==> src/rtl/writeback_unit_if.sv <==
// Bus bundle between the ALU/load result producers, decode hazard lookup and
// the writeback unit. The unit itself connects through the slave modport.
//
// Handshake: a source transfers on a rising clock edge where its valid and
// ready are both high; valid must not wait on ready, and ready may depend on
// the same-cycle mem_valid (alu_ready does) but never on alu_valid.
interface writeback_unit_if #(
  parameter int word_length = 32
);
  logic                   alu_valid;
  logic                   alu_ready;
  logic [4:0]             alu_address;
  logic [word_length-1:0] alu_data;

  logic                   mem_valid;
  logic                   mem_ready;
  logic [4:0]             mem_address;
  logic [word_length-1:0] mem_data;

  logic                   write_enable;
  logic [4:0]             write_address;
  logic [word_length-1:0] data_in;

  logic [4:0]             read1_address;
  logic [4:0]             read2_address;
  logic                   read1_pending;
  logic                   read2_pending;

  modport master (
    output alu_valid, alu_address, alu_data,
    output mem_valid, mem_address, mem_data,
    output read1_address, read2_address,
    input  alu_ready, mem_ready,
    input  write_enable, write_address, data_in,
    input  read1_pending, read2_pending
  );

  modport slave (
    input  alu_valid, alu_address, alu_data,
    input  mem_valid, mem_address, mem_data,
    input  read1_address, read2_address,
    output alu_ready, mem_ready,
    output write_enable, write_address, data_in,
    output read1_pending, read2_pending
  );
endinterface

==> src/rtl/writeback_unit.sv <==
// Merges ALU and load results into a small in-order queue and retires one
// register-file write every three cycles, with hazard lookup for decode.
module writeback_unit #(
  parameter int word_length = 32,
  parameter int queue_depth = 4
) (
  input  logic                           clock,
  input  logic                           reset_n,
  writeback_unit_if.slave                bus,
  output logic [1:0]                     dbg_state,
  output logic [$clog2(queue_depth):0]   dbg_count
);
  localparam int ptr_w = $clog2(queue_depth);
  localparam int cnt_w = ptr_w + 1;

  typedef enum logic [1:0] {
    IDLE   = 2'd0,
    SETUP  = 2'd1,
    STROBE = 2'd2
  } state_t;

  state_t                 state, state_next;
  logic                   write_enable_next;
  logic                   pop;

  logic [4:0]             q_addr [queue_depth];
  logic [word_length-1:0] q_data [queue_depth];
  logic [ptr_w-1:0]       wr_ptr, rd_ptr;
  logic [cnt_w-1:0]       count;
  logic [cnt_w-1:0]       ready_count;
  logic [cnt_w-1:0]       free;

  logic                   mem_fire, alu_fire;
  logic                   mem_push, alu_push;
  logic [ptr_w-1:0]       alu_slot;
  logic [queue_depth-1:0] entry_valid;
  logic                   in_flight;
  logic                   match1, match2;

  // Readiness is judged on registered occupancy only; a pop this cycle does
  // not free a slot until the next. While reset is held the queue is empty.
  assign ready_count   = reset_n ? count : '0;
  assign free          = cnt_w'(queue_depth) - ready_count;
  assign bus.mem_ready = (free >= cnt_w'(1));
  assign bus.alu_ready = (free >= cnt_w'(2)) || ((free == cnt_w'(1)) && !bus.mem_valid);

  assign mem_fire = bus.mem_valid && bus.mem_ready;
  assign alu_fire = bus.alu_valid && bus.alu_ready;
  assign mem_push = mem_fire && (bus.mem_address != 5'd0);
  assign alu_push = alu_fire && (bus.alu_address != 5'd0);
  assign alu_slot = wr_ptr + ptr_w'(mem_push);

  always_comb begin
    state_next        = state;
    pop               = 1'b0;
    case (state)
      IDLE: begin
        if (count != '0) begin
          pop        = 1'b1;
          state_next = SETUP;
        end
      end
      SETUP:   state_next = STROBE;
      STROBE:  state_next = IDLE;
      default: state_next = IDLE;
    endcase
    write_enable_next = (state_next == STROBE);
  end

  always_ff @(posedge clock) begin
    if (!reset_n) begin
      state             <= IDLE;
      bus.write_enable  <= 1'b0;
      bus.write_address <= '0;
      bus.data_in       <= '0;
      wr_ptr            <= '0;
      rd_ptr            <= '0;
      count             <= '0;
    end else begin
      state            <= state_next;
      bus.write_enable <= write_enable_next;
      if (pop) begin
        bus.write_address <= q_addr[rd_ptr];
        bus.data_in       <= q_data[rd_ptr];
        rd_ptr            <= rd_ptr + ptr_w'(1);
      end
      wr_ptr <= wr_ptr + ptr_w'(mem_push) + ptr_w'(alu_push);
      count  <= count + cnt_w'(mem_push) + cnt_w'(alu_push) - cnt_w'(pop);
    end
  end

  // Mem lands first so a same-cycle pair to one register retires mem then alu.
  always_ff @(posedge clock) begin
    if (reset_n) begin
      if (mem_push) begin
        q_addr[wr_ptr] <= bus.mem_address;
        q_data[wr_ptr] <= bus.mem_data;
      end
      if (alu_push) begin
        q_addr[alu_slot] <= bus.alu_address;
        q_data[alu_slot] <= bus.alu_data;
      end
    end
  end

  always_comb begin
    logic [ptr_w-1:0] rel;
    rel         = '0;
    entry_valid = '0;
    for (int i = 0; i < queue_depth; i++) begin
      rel            = ptr_w'(i) - rd_ptr;
      entry_valid[i] = ({1'b0, rel} < count);
    end
  end

  assign in_flight = (state == SETUP) || (state == STROBE);

  always_comb begin
    match1 = in_flight && (bus.write_address == bus.read1_address);
    match2 = in_flight && (bus.write_address == bus.read2_address);
    for (int i = 0; i < queue_depth; i++) begin
      if (entry_valid[i] && (q_addr[i] == bus.read1_address)) match1 = 1'b1;
      if (entry_valid[i] && (q_addr[i] == bus.read2_address)) match2 = 1'b1;
    end
  end

  assign bus.read1_pending = (bus.read1_address != 5'd0) && match1;
  assign bus.read2_pending = (bus.read2_address != 5'd0) && match2;

  assign dbg_state = state;
  assign dbg_count = count;
endmodule

==> src/flat_wrapper.sv <==
// flat-port wrapper written by rule: the top's interface ports become plain ports
module writeback_unit_flat 
#(
  parameter int word_length = 32,
  parameter int queue_depth = 4
)
  (clock, reset_n, dbg_state, dbg_count, bus_alu_valid, bus_alu_address, bus_alu_data, bus_mem_valid, bus_mem_address, bus_mem_data, bus_read1_address, bus_read2_address, bus_alu_ready, bus_mem_ready, bus_write_enable, bus_write_address, bus_data_in, bus_read1_pending, bus_read2_pending);
  writeback_unit_if #(.word_length(word_length)) bus_i ();
  input  logic clock;
  input  logic reset_n;
  output logic [1:0] dbg_state;
  output logic [$clog2(queue_depth):0] dbg_count;
  input wire logic [$bits(bus_i.alu_valid)-1:0] bus_alu_valid;
  input wire logic [$bits(bus_i.alu_address)-1:0] bus_alu_address;
  input wire logic [$bits(bus_i.alu_data)-1:0] bus_alu_data;
  input wire logic [$bits(bus_i.mem_valid)-1:0] bus_mem_valid;
  input wire logic [$bits(bus_i.mem_address)-1:0] bus_mem_address;
  input wire logic [$bits(bus_i.mem_data)-1:0] bus_mem_data;
  input wire logic [$bits(bus_i.read1_address)-1:0] bus_read1_address;
  input wire logic [$bits(bus_i.read2_address)-1:0] bus_read2_address;
  output wire logic [$bits(bus_i.alu_ready)-1:0] bus_alu_ready;
  output wire logic [$bits(bus_i.mem_ready)-1:0] bus_mem_ready;
  output wire logic [$bits(bus_i.write_enable)-1:0] bus_write_enable;
  output wire logic [$bits(bus_i.write_address)-1:0] bus_write_address;
  output wire logic [$bits(bus_i.data_in)-1:0] bus_data_in;
  output wire logic [$bits(bus_i.read1_pending)-1:0] bus_read1_pending;
  output wire logic [$bits(bus_i.read2_pending)-1:0] bus_read2_pending;
  assign bus_i.alu_valid = bus_alu_valid;
  assign bus_i.alu_address = bus_alu_address;
  assign bus_i.alu_data = bus_alu_data;
  assign bus_i.mem_valid = bus_mem_valid;
  assign bus_i.mem_address = bus_mem_address;
  assign bus_i.mem_data = bus_mem_data;
  assign bus_i.read1_address = bus_read1_address;
  assign bus_i.read2_address = bus_read2_address;
  assign bus_alu_ready = bus_i.alu_ready;
  assign bus_mem_ready = bus_i.mem_ready;
  assign bus_write_enable = bus_i.write_enable;
  assign bus_write_address = bus_i.write_address;
  assign bus_data_in = bus_i.data_in;
  assign bus_read1_pending = bus_i.read1_pending;
  assign bus_read2_pending = bus_i.read2_pending;
  writeback_unit #(.word_length(word_length), .queue_depth(queue_depth)) u_core (.clock(clock), .reset_n(reset_n), .bus(bus_i), .dbg_state(dbg_state), .dbg_count(dbg_count));
endmodule
==> config.mk <==
export PLATFORM = sky130hd
export DESIGN_NAME = writeback_unit_flat
export DESIGN_NICKNAME = d
export VERILOG_FILES = /design/src/rtl/writeback_unit_if.sv /design/src/rtl/writeback_unit.sv /design/src/flat_wrapper.sv
export SDC_FILE = /design/constraint.sdc
export NUM_CORES = 1
export LEC_CHECK = 0
export ABC_AREA = 1
export CAP_MARGIN = 20
export CORE_MARGIN = 4
export CORE_UTILIZATION = 50
export CTS_CLUSTER_DIAMETER = 120
export DETAILED_ROUTE_END_ITERATION = 7
export PLACE_DENSITY = 0.74
export SLEW_MARGIN = 20
export SYNTH_ARGS = -nofsm -noshare
export SYNTH_HDL_FRONTEND = slang
export SYNTH_SLANG_ARGS = --single-unit
==> constraint.sdc <==
create_clock -name clock -period 5.5 [get_ports clock]
set_input_delay 0.55 -clock clock [delete_from_list [all_inputs] [get_ports clock]]
set_output_delay 0.55 -clock clock [all_outputs]
set_load 0.02 [all_outputs]
Word level (Yosys, flattened, before mapping)
Memories as Yosys holds them, arrays and structs flattened. A register that Yosys moved wholly into a read port is not among the register bits.
Cells that the tools add are included.
{ "word_totals": {"inputBits": 88, "memories": 2, "mem_bits_rw": 148, "word_cells": 85, "regBits": 10} }
{ "classes": {"n_reduce_logical": 28, "eq_ne": 14, "order_cmp": 6, "n_addsub": 11, "muxes": 19} }
{ "mem_list": {"columns": ["name", "depth", "word_bits", "read_ports", "rd_ports_with_merged_regs", "wr", "line", "source"], "rows": [
  ["u_core.q_data", 4, 32, 1, 1, 2, "writeback_unit.sv:27", "logic [word_length-1:0] q_data [queue_depth];"],
  ["u_core.q_addr", 4, 5, 5, 1, 2, "writeback_unit.sv:26", "logic [4:0] q_addr [queue_depth];"]
]} }
{ "op_table": {"columns": ["op", "n"], "rows": [
  ["== test 5 bit", 10],
  ["nonzero test 5 bit", 4],
  ["logical AND 1 bit", 17],
  ["two-way mux 1 bit", 16],
  ["less-than comparator 2 x 3 -> 1 bit", 4],
  ["adder 3 x 1 -> 3 bit", 2],
  ["adder 2 x 1 -> 2 bit", 2],
  ["== test 2 bit, second input constant", 2],
  ["case mux 2 bit (2 select lines)", 1],
  ["subtractor 1 x 2 -> 2 bit, first input constant", 2],
  ["subtractor 2 bit, first input constant", 2],
  ["== test 3 x 1 -> 1 bit, second input constant", 1],
  [">= comparator 3 x 1 -> 1 bit, second input constant", 1],
  [">= comparator 3 x 2 -> 1 bit, second input constant", 1],
  ["logical NOT 1 bit", 3],
  ["two-way mux 3 bit", 1],
  ["nonzero test 3 bit", 1],
  ["subtractor 3 x 1 -> 3 bit", 1],
  ["subtractor 3 bit, first input constant", 1],
  ["adder 2 x 1 -> 2 bit, second input constant", 1],
  ["== test 2 x 1 -> 1 bit, second input constant", 1],
  ["logical NOT 2 bit", 1],
  ["logical OR 1 bit", 2],
  ["two-way mux 2 bit", 1]
]} }

Longest topological paths before layout
{ "logic_depth": {"word_depth": 10, "depth_mapped": 20, "ltp_nobuf": 15} }

Least setup slack after synthesis
OpenSTA, ideal clock, no wires.
{ "synth_timing": {"path_type": "input to register", "startpoint": "in reset_n", "endpoint": "mem u_core.q_addr[1][0] (enable)", "path_buffers": 4, "path_slack_ns": 0.966, "arrival_time_ns": 4.139, "path_stages": 18, "setup_time_ns": 0.395, "t_required_ns": 5.105, "cell_sequence": "buf_6 > clkbuf_1 > clkbuf_1 > nand2_1 > inv_1 > ha_1 > nor2_4 > nand3_2 > nand3b_1 > nand2_1 > inv_1 > ha_1 > xnor2_2 > inv_1 > nor2_1 > nand3_4 > clkbuf_2 > nand2_1"} }
{ "synth_rtl": {"columns": ["item", "line", "source"], "rows": [
  ["from (decl)", "flat_wrapper.sv:10", "input logic reset_n;"],
  ["to (decl)", "writeback_unit.sv:26", null]
]} }

Worst setup path after layout
{ "layout_timing": {"startpoint": "reg u_core.rd_ptr[0]", "endpoint": "out bus_read2_pending"} }
{ "layout_via": {"elab_chain_len": 8} }
{ "layout_rtl": {"columns": ["item", "line", "source"], "rows": [
  ["from (decl)", "writeback_unit.sv:28", "logic [ptr_w-1:0] wr_ptr, rd_ptr;"],
  ["from (signal assigned)", "writeback_unit.sv:85", "rd_ptr <= rd_ptr + ptr_w'(1);"],
  ["subtractor 1 x 2 -> 2 bit", "writeback_unit.sv:111", "rel = ptr_w'(i) - rd_ptr;"],
  ["less-than comparator 2 x 3 -> 1 bit", "writeback_unit.sv:112", "entry_valid[i] = ({1'b0, rel} < count);"],
  ["logical AND 1 bit", "writeback_unit.sv:123", "if (entry_valid[i] && (q_addr[i] == bus.read2_address)) match2 = 1'b1;"],
  ["two-way mux 1 bit (3 in a row)", "writeback_unit.sv:123", null],
  ["two-way mux 1 bit (*)", "writeback_unit.sv:123", null],
  ["logical AND 1 bit (*)", "writeback_unit.sv:128", "assign bus.read2_pending = (bus.read2_address != 5'd0) && match2;"],
  ["to (decl)", "flat_wrapper.sv:27", "output wire logic [$bits(bus_i.read2_pending)-1:0] bus_read2_pending;"]
]} }
Every way passes the cells marked *; elsewhere a longest branch is shown, timed or not.

==> reports/metrics.cfg <==
[synthesis]
async_reset_ff_share_pct = 0
ys.flop_type = edfxtp_1
synthesis.nets = 1144
synth-seq-cells = 194
synth.distinct_cells = 37
netlist_instances = 1043
syn_area_per_cell_um2 = 9.507
yosys_warnings = 0
netlist_area_um2 = 9916
ys_seq_area_share_pct = 54.11
synth_edf_count = 148

[timing]
finalSetupTns_ns = 0
setup_violations = 0
clock.fmax_mhz = 249.6
hold_viol = 0
post-route-min-period_ns = 4.006
rsz0062_at_grt = no
worst_pin_slew_ns = 1.095
skew_ns = 0.007765
period_share_pct = 72.84
max_slew_margin_pct = 26.85
slew_violations = 0

[routing]
vias_per_cell = 5.667
routedWlPerCell_um = 17.79
drt_pass1_iterations = 6
drcViolationCount = 0
drt_wl_total_um = 25000
drt_iter0_markers = 854
dr_total_vias = 7962
ant_nets = 0

[cts]
cts_buffer_depth = 2
cts.repair.resized = 0
cts_htree_levels = 4
tritoncts = done
numCtsBuffers = 17
clk_latency_ns = 0.43
cts_hold_buf = 0
cts.sinks = 194
clk_pin_slew_ns = 0.07
post_cts_buffers = 0
cts_root_buf = clkbuf_16

[placement]
post-dp-hpwl_um = 15130
port_buffers = 134
place_congestion = 0.8746
dp_cells = 1372
placed_cell_area_um2 = 11160

[critical_path]
critPathLaunchType = register
cpPeakStageDelay_ns = 0.99
worstSetupPathType = reg2out
critical_path.cell_chain = clkinv_1 -> nand2_1 -> nand2_1 -> inv_1 -> ha_1 -> a31oi_1 -> nand3_1 -> nand3_1 -> nor2_1 -> nor2_1 -> clkdlybuf4s50_1
cp.required_ns = 4.95
r2r_cells = 14
worstPathArrival_ns = 3.46
crit_path_top_delay_cell = dfxtp_2
critPathCaptureType = primary output
worstPathMaxFanout = 40

[die]
fp-row-count = 51
coreArea_um2 = 19460
io-pin-count = 135
initial_utilization_pct = 50.95
die_height_um = 148.8
dieWidth_um = 148.8
die_area_um2 = 22150

[job]
drv_cap = 0

[final_layout]
drive_gt1_share_pct = 5.614
nets = 1228
final_common_cell = nand2_1
syn2layout_area_growth_pct = 18.89
ff_latch_area_um2 = 5366
fin_cells = 1405
multi_input_area_um2 = 3752
fillers = 1594
final_cell_mix = nand2_1 (211), edfxtp_1 (148), clkdlybuf4s50_1 (133)
n_antenna_cell = 0
fin_area_um2 = 11790

[pwr]
power.density_nw_per_um2 = 469.6
max-vdd-ir-drop_mv = 0.2463
p_leak_nw = 4.589

[min_path]
whs_path_depth = 2
hold_path.class = reg2reg

[global_routing]
grt_usage_pct = 22.43
first_global_vias = 7528
grt_pass1_wl_um = 38940
grt_overflow = 0
grt_max_degree = 75
antenna_found_initial = 0

[run_status]
status = finished, final reports clean

==> worst max-delay path, delay by kind of cell (launching register included) <==
kind	cells	cell delay [ns]
AOI/OAI and AO/OA	1	0.31
adders and majority gates	1	0.23
buffers and inverters	3	0.93
DFF	1	0.99
and+or+nand+nor	6	0.57
==> flip-flops by register name, indices dropped and copies added, names as in the netlist <==
name	count
u_core.bus.data_in	32
u_core.bus.write_address	5
u_core.dbg_count	3
u_core.dbg_state	2
u_core.q_addr	20
u_core.q_data	128
u_core.rd_ptr	2
u_core.wr_ptr	2
==> through the flow <==
stage / worst slack [ns] / hold slack (ns) / utilization (%) / total power, W
final: 1.494 / 0.5592 / 60.57 / 0.005536
after detailed placement: 1.465 / 0.5414 / 57.32 / 0.004289
after CTS: 1.504 / 0.5552 / 60.41 / 0.005540
after global routing: 1.241 / 0.5782 / 60.57 / 0.005857
after floorplan: 0.9658 / 0.5208 / - / 0.003597
after global placement: 1.612 / 0.5351 / 57.32 / 0.004227
==> cell type report <==
type | count | share of cell area [%]
multi-input cells | 688 | 31.83
inverters | 83 | 2.664
flip-flops and latches | 194 | 45.52
clock inverters | 13 | 1.337
clock buffers | 19 | 3.757
well taps | 265 | 2.813
repair buffers | 143 | 12.08
==> Yosys cell counts (3+ instances only) <==
master / instances / share of area, %
inv_1: 79 / 3.0
dfxtp_1: 46 / 9.3
nand3_1: 81 / 4.1
a21oi_1: 6 / 0.30
xor2_1: 29 / 2.6
a31oi_1: 5 / 0.32
buf_6: 25 / 2.8
a41oi_1: 35 / 3.1
clkbuf_1: 32 / 1.2
nand3_4: 4 / 0.71
ha_1: 11 / 1.4
nand4_1: 4 / 0.25
o21ai_0: 62 / 3.1
nor2_1: 40 / 1.5
inv_2: 3 / 0.11
a22oi_1: 37 / 2.8
nand2_1: 215 / 8.1
buf_2: 14 / 0.71
clkbuf_2: 4 / 0.20
edfxtp_1: 148 / 45
xnor2_1: 9 / 0.79
nor3_1: 5 / 0.25
o22ai_1: 3 / 0.19
o21ai_1: 129 / 6.5
==> metal layers <==
metal,vias up,share of wire (%),GRT usage [%]
met1,3734,40,28.52
met2,337,50,38.92
li1,3833,-,-
met5,-,0,0
met3,58,7.3,3.069
met4,0,3.0,8.924
==> cell families after synthesis <==
kind of cell	Yosys count	share of synthesized area, %
and+or+nand+nor	356	15.72
AOI/OAI and AO/OA	280	16.58
DFF	194	54.11
buffers and inverters	161	8.278
xor gates and xnor gates	39	3.521
adders and majority gates	13	1.792
==> path summary, 6_finish.rpt <==
| path | startpoint | endpoint | slack (ns) |
|---|---|---|---|
| hold / removal | u_core.q_data[2][30]$_DFFE_PP_ | u_core.bus.data_in[30]$_SDFFE_PN0P_ | 0.56 |
| hold reg to reg | u_core.q_data[2][30]$_DFFE_PP_ | u_core.bus.data_in[30]$_SDFFE_PN0P_ | 0.56 |
| setup reg to reg | u_core.dbg_count[0]$_SDFF_PN0_ | u_core.q_data[0][29]$_DFFE_PP_ | 1.87 |
| setup / recovery | u_core.rd_ptr[0]$_SDFFE_PN0P_ | bus_read2_pending | 1.49 |
==> report_power, final <==
group	internal (W)	switching (W)	leakage, nW
logic	0.000731	0.00135	2.57
clock network	0.000727	0.000531	0.286
registers	0.00199	0.000216	1.74
Power figures use the tool's default switching activity.
